===== src/rtl/uart_pkg.sv =====
// uart_pkg: receiver state type and oversampling constants
package uart_pkg;
  typedef enum logic [2:0] {IDLE, START, DATA, PARITY, STOP, WAITHI} rx_state_t;
  localparam int OVERSAMPLE = 16;
  localparam logic [3:0] SAMPLE_PT = 4'd7;
  localparam int DATA_BITS = 8;
endpackage


===== src/rtl/uart_rx_sync.sv =====
// uart_rx_sync: two-flop synchronizer for rx plus falling-edge detect on the synchronized line
module uart_rx_sync (
  input  logic clk,
  input  logic rst,
  input  logic rx,
  output logic rxs,
  output logic fall
);
  logic s1, prev;
  // shift rx through two flops and keep the previous synchronized value; line idles high
  always_ff @(posedge clk)
    if (!rst) {s1, rxs, prev} <= 3'b111;
    else {s1, rxs, prev} <= {rx, s1, rxs};
  assign fall = prev & ~rxs;
endmodule


===== src/rtl/uart_rx_16x.sv =====
// uart_rx_16x: 8-bit + parity + stop UART receiver at 16x oversampling; UART_RX_PARITY_EN enables the parity check
module uart_rx_16x #(
  parameter logic PARITYMODE = 1'b0
) (
  input  logic       clk,
  input  logic       rst,
  input  logic       rx,
  output logic [7:0] dataout,
  output logic       rdsig,
  output logic       parity_err,
  output logic       frame_err,
  output logic       busy
);
  import uart_pkg::*;
`ifdef UART_RX_PARITY_EN
  localparam logic PAR_ON = 1'b1;
`else
  localparam logic PAR_ON = 1'b0;
`endif
  rx_state_t st;
  logic rxs, fall, pbad, smp;
  logic [3:0] cnt;
  logic [2:0] idx;
  logic [7:0] shift;
  uart_rx_sync u_sync (.clk(clk), .rst(rst), .rx(rx), .rxs(rxs), .fall(fall));
  // the tick counter is cleared on the detect edge, so tick 7 is the edge where it advances 6->7; it then wraps every 16 ticks
  assign smp = cnt + 4'd1 == SAMPLE_PT;
  // frame sequencer: mid-bit sampling of start, data, parity and stop; results and rdsig registered on the stop sample
  always_ff @(posedge clk)
    if (!rst) begin
      st <= IDLE;
      cnt <= '0;
      idx <= '0;
      shift <= '0;
      pbad <= 1'b0;
      dataout <= '0;
      rdsig <= 1'b0;
      parity_err <= 1'b0;
      frame_err <= 1'b0;
      busy <= 1'b0;
    end else begin
      rdsig <= 1'b0;
      cnt <= st == IDLE ? 4'd0 : cnt + 4'd1;
      case (st)
        IDLE: if (fall) begin
          st <= START;
          busy <= 1'b1;
        end
        START: if (smp) begin
          st <= rxs ? IDLE : DATA;
          busy <= ~rxs;
          idx <= '0;
        end
        DATA: if (smp) begin
          shift <= {rxs, shift[7:1]};
          idx <= idx + 3'd1;
          if (idx == 3'(DATA_BITS - 1)) st <= PARITY;
        end
        PARITY: if (smp) begin
          pbad <= PAR_ON & (rxs ^ (^shift) ^ PARITYMODE);
          st <= STOP;
        end
        STOP: if (smp) begin
          dataout <= shift;
          parity_err <= pbad;
          frame_err <= ~rxs;
          rdsig <= 1'b1;
          st <= rxs ? IDLE : WAITHI;
          busy <= ~rxs;
        end
        WAITHI: if (rxs) begin
          st <= IDLE;
          busy <= 1'b0;
        end
        default: begin
          st <= IDLE;
          busy <= 1'b0;
        end
      endcase
    end
endmodule


===== config.mk =====
export PLATFORM = sky130hd
export DESIGN_NAME = uart_rx_16x
export DESIGN_NICKNAME = d
export VERILOG_FILES = /design/src/rtl/uart_pkg.sv /design/src/rtl/uart_rx_sync.sv /design/src/rtl/uart_rx_16x.sv
export SDC_FILE = /design/constraint.sdc
export NUM_CORES = 1
export LEC_CHECK = 0
export ABC_AREA = 1
export BUFFER_PORTS_ARGS = -buffer_cell sky130_fd_sc_hd__buf_4
export CELL_PAD_IN_SITES_DETAIL_PLACEMENT = 1
export CELL_PAD_IN_SITES_GLOBAL_PLACEMENT = 1
export CORE_UTILIZATION = 45
export CTS_CLUSTER_SIZE = 16
export DETAILED_ROUTE_END_ITERATION = 7
export PLACE_DENSITY = 0.9
export SYNTH_ARGS = -nofsm -noshare
export SYNTH_HDL_FRONTEND = slang
export SYNTH_SLANG_ARGS = --single-unit
export TNS_END_PERCENT = 50

===== constraint.sdc =====
create_clock -name clk -period 4.1 [get_ports clk]
set_input_delay 0.615 -clock clk [delete_from_list [all_inputs] [get_ports clk]]
set_output_delay 0.615 -clock clk [all_outputs]
set_load 0.01 [all_outputs]

==> run summary <==
Yosys cell types: 24
Post-CTS Hold Fix Bufs: 0
Average size of a mapped cell: 7.715 µm²
Max-slew violations: 0
Root buffer cell: clkbuf_4
Most common cell after layout, fill and taps aside: nor2_1
Setup CP Type: reg -> reg
Longest Clk Path Bufs: 2
GRT Residual Overflow: 0
Critical Path Start: cnt[0]
Total Routed Length: 3205 µm
Most frequent cells in the layout: nor2_1 (35), dfxtp_1 (32), nand2_1 (26)
Pwr Density: 534.8 nW/µm²
FF-to-FF Start: cnt[0]
Synth Area in Compound Gates: 10.30%
N_diodes: 0
Seq/Total Area, Yosys: 45.88%
Worst hold path type: reg -> reg
Clk_skew: 0.006187 ns
Global-route wire length before repair: 5582 µm
CP startpoint kind: flip-flop
#FFs+latches synth: 32
R2R setup slack: 2.36 ns
DP Area: 1491 µm²
Final GP Congestion: 0.7978
Fin area: 1550 µm²
Initial core utilization: 48.95%
Worst-Skew Late Latency: 0.33 ns
Post-route ant nets: 0
DR DRC count: 1
Core Region: 2853 µm²
Via count of the first global-routing pass: 1246
Max-cap violations: 0
Post-Syn Area: 1396 µm²
Worst-path clk slew: 0.10 ns
Filler Cell Count: 367
WP data arrival: 1.97 ns
Final hold vios: 0
RSZ-0062 raised after global routing: false
Synthesis Warnings: 0
Die W: 57.71 µm
Die ar.: 3330 µm²
Post-synthesis simple-gate area fraction: 32.44%
Main combinational cell family by area after synthesis: simple AND/OR/NAND/NOR gates
Multiplexer share of the synthesized area: 0%
Number of antenna violations at the first check in global routing: 0
Reg2reg end: shift[4]
Status: complete, but fails checks
Drt wl/cell: 14.06 µm
P&R area growth vs syn: 11.02%
Failing checks: design-rule violations
Fin nets: 203
Fin crit period: 1.744 ns
Num rows: 19
Leak: 0.7342 nW
Setup Viol. Count Final: 0
Layout cells sized above 1: 25.38%
Cell count of the worst reg-to-reg path: 10
Final Cycle Share: 42.53%
HPWL after DPL: 2327 µm
Cells after Synth: 181
Setup TNS: 0 ns
IO buf count: 13
Worst Setup End Kind: flip-flop
Post-Synth Adder-Cell Area: 3.584%
FMAX: 0.5735 GHz
Iter 0 DRT Violations: 18
CTS Buf Count: 5
GRT Total Usage: 22.56%
CP endpoint: shift[4]
Setup bufs post-CTS: 0
1st-pass router iterations: 5
Worst Path Required: 4.33 ns
Num ports: 15
Worst-path fanout max: 13
Via density: 5.158
Number of instances resized during post-cts repair: 0
Clock Sink Count: 32
Syn_nets: 188
Routed via count: 1176
Power, Total: 0.8291 mW
Placed cell count: 220
Die Height: 57.71 µm
H-tree lvl count: 2
Peak supply drop: 218.2 µV
Xor-xnor portion of the synthesized cell area: 0%
CTS tree: yes
Largest net degree at the start of global routing: 26
Cell Count, Final, Fillers Out: 228
==> logic make-up (layout without fill, tap and decap cells) <==
group,Yosys count,after routing
adder cells (fa/ha/maj),4,4
AND/OR/NAND/NOR,94,94
other,1,1
flip-flops,32,32
buffers and inverters,22,38
AO/OA/AOI/OAI,28,28
==> flip-flops by register name, summed over array words and instances, names as in the netlist <==
register / count
u_sync.s1: 1
frame_err: 1
rdsig: 1
idx: 3
st: 3
u_sync.prev: 1
u_sync.rxs: 1
shift: 8
dataout: 8
busy: 1
cnt: 4
==> Yosys cell counts <==
cell,n,area share [%]
buf_4,2,1.1
inv_2,8,2.2
o21ai_0,12,4.3
or2_2,2,0.90
a21oi_1,6,2.2
ha_1,4,3.6
conb_1,1,0.27
buf_6,2,1.6
nor2_1,35,9.4
nand3_1,9,3.2
nand3b_1,1,0.54
inv_1,9,2.4
nand4_1,1,0.45
clkbuf_1,1,0.27
nand3_2,1,0.72
nor2_2,9,4.0
nor3_2,1,0.72
o21ai_1,9,3.2
nor2_4,3,2.4
nand2_1,26,7.0
nand2_2,5,2.2
dfxtp_1,32,46
nand2_4,1,0.81
a21oi_2,1,0.63
==> worst min-delay path by stage <==
stage	startpoint	endpoint	cells past startpoint
6_report	u_sync.s1	u_sync.rxs	1
5_1_grt	u_sync.s1	u_sync.rxs	1
4_1_cts	u_sync.s1	u_sync.rxs	1
3_5_place_dp	u_sync.s1	u_sync.rxs	1
3_3_place_gp	u_sync.s1	u_sync.rxs	1
2_1_floorplan	u_sync.s1	u_sync.rxs	1
==> report_power, final <==
group          leakage, nW  internal, mW  switching [mW]  total, mW
clock network       0.0326        0.0846           0.105      0.189
registers            0.259         0.339          0.0374      0.376
logic                0.442        0.0924           0.171      0.264
==> area by class of cell <==
type	instances	area (µm²)	area share, %
multi-input cells	127	650.6	41.97
flip-flops and latches	32	640.6	41.32
repair buffers	13	97.59	6.295
inverters	17	63.81	4.116
clock buffers	8	58.81	3.793
well taps	31	38.79	2.502
==> critical path, cell delays in order (launching register included) <==
cell     delay (ns)
dfxtp_1        0.42
ha_1           0.20
inv_1          0.05
nand2_2        0.06
nand2_2        0.07
nor2_4         0.13
nand2_4        0.09
nor2_4         0.28
inv_2          0.15
nor2_1         0.13
nor2_1         0.06
==> stage by stage <==
step,hold WS [ns],worst slack [ns],util (%)
3_3_place_gp,0.3974,2.509,52.28
3_5_place_dp,0.4202,2.392,52.28
6_report,0.4319,2.356,54.34
4_1_cts,0.4413,2.360,54.34
2_1_floorplan,0.3925,2.653,-
5_1_grt,0.4556,2.205,54.34
==> metal layers <==
metal  global-route usage, %  vias to the layer above  part of all wire (%)
met5                       0                        -                     0
met4                   11.90                        0                   2.3
met3                   6.696                        8                   3.3
met2                   39.20                       17                    50
met1                   24.86                      550                    44
li1                        -                      601                     -
Note: power is estimated with default switching activity, not from simulation.
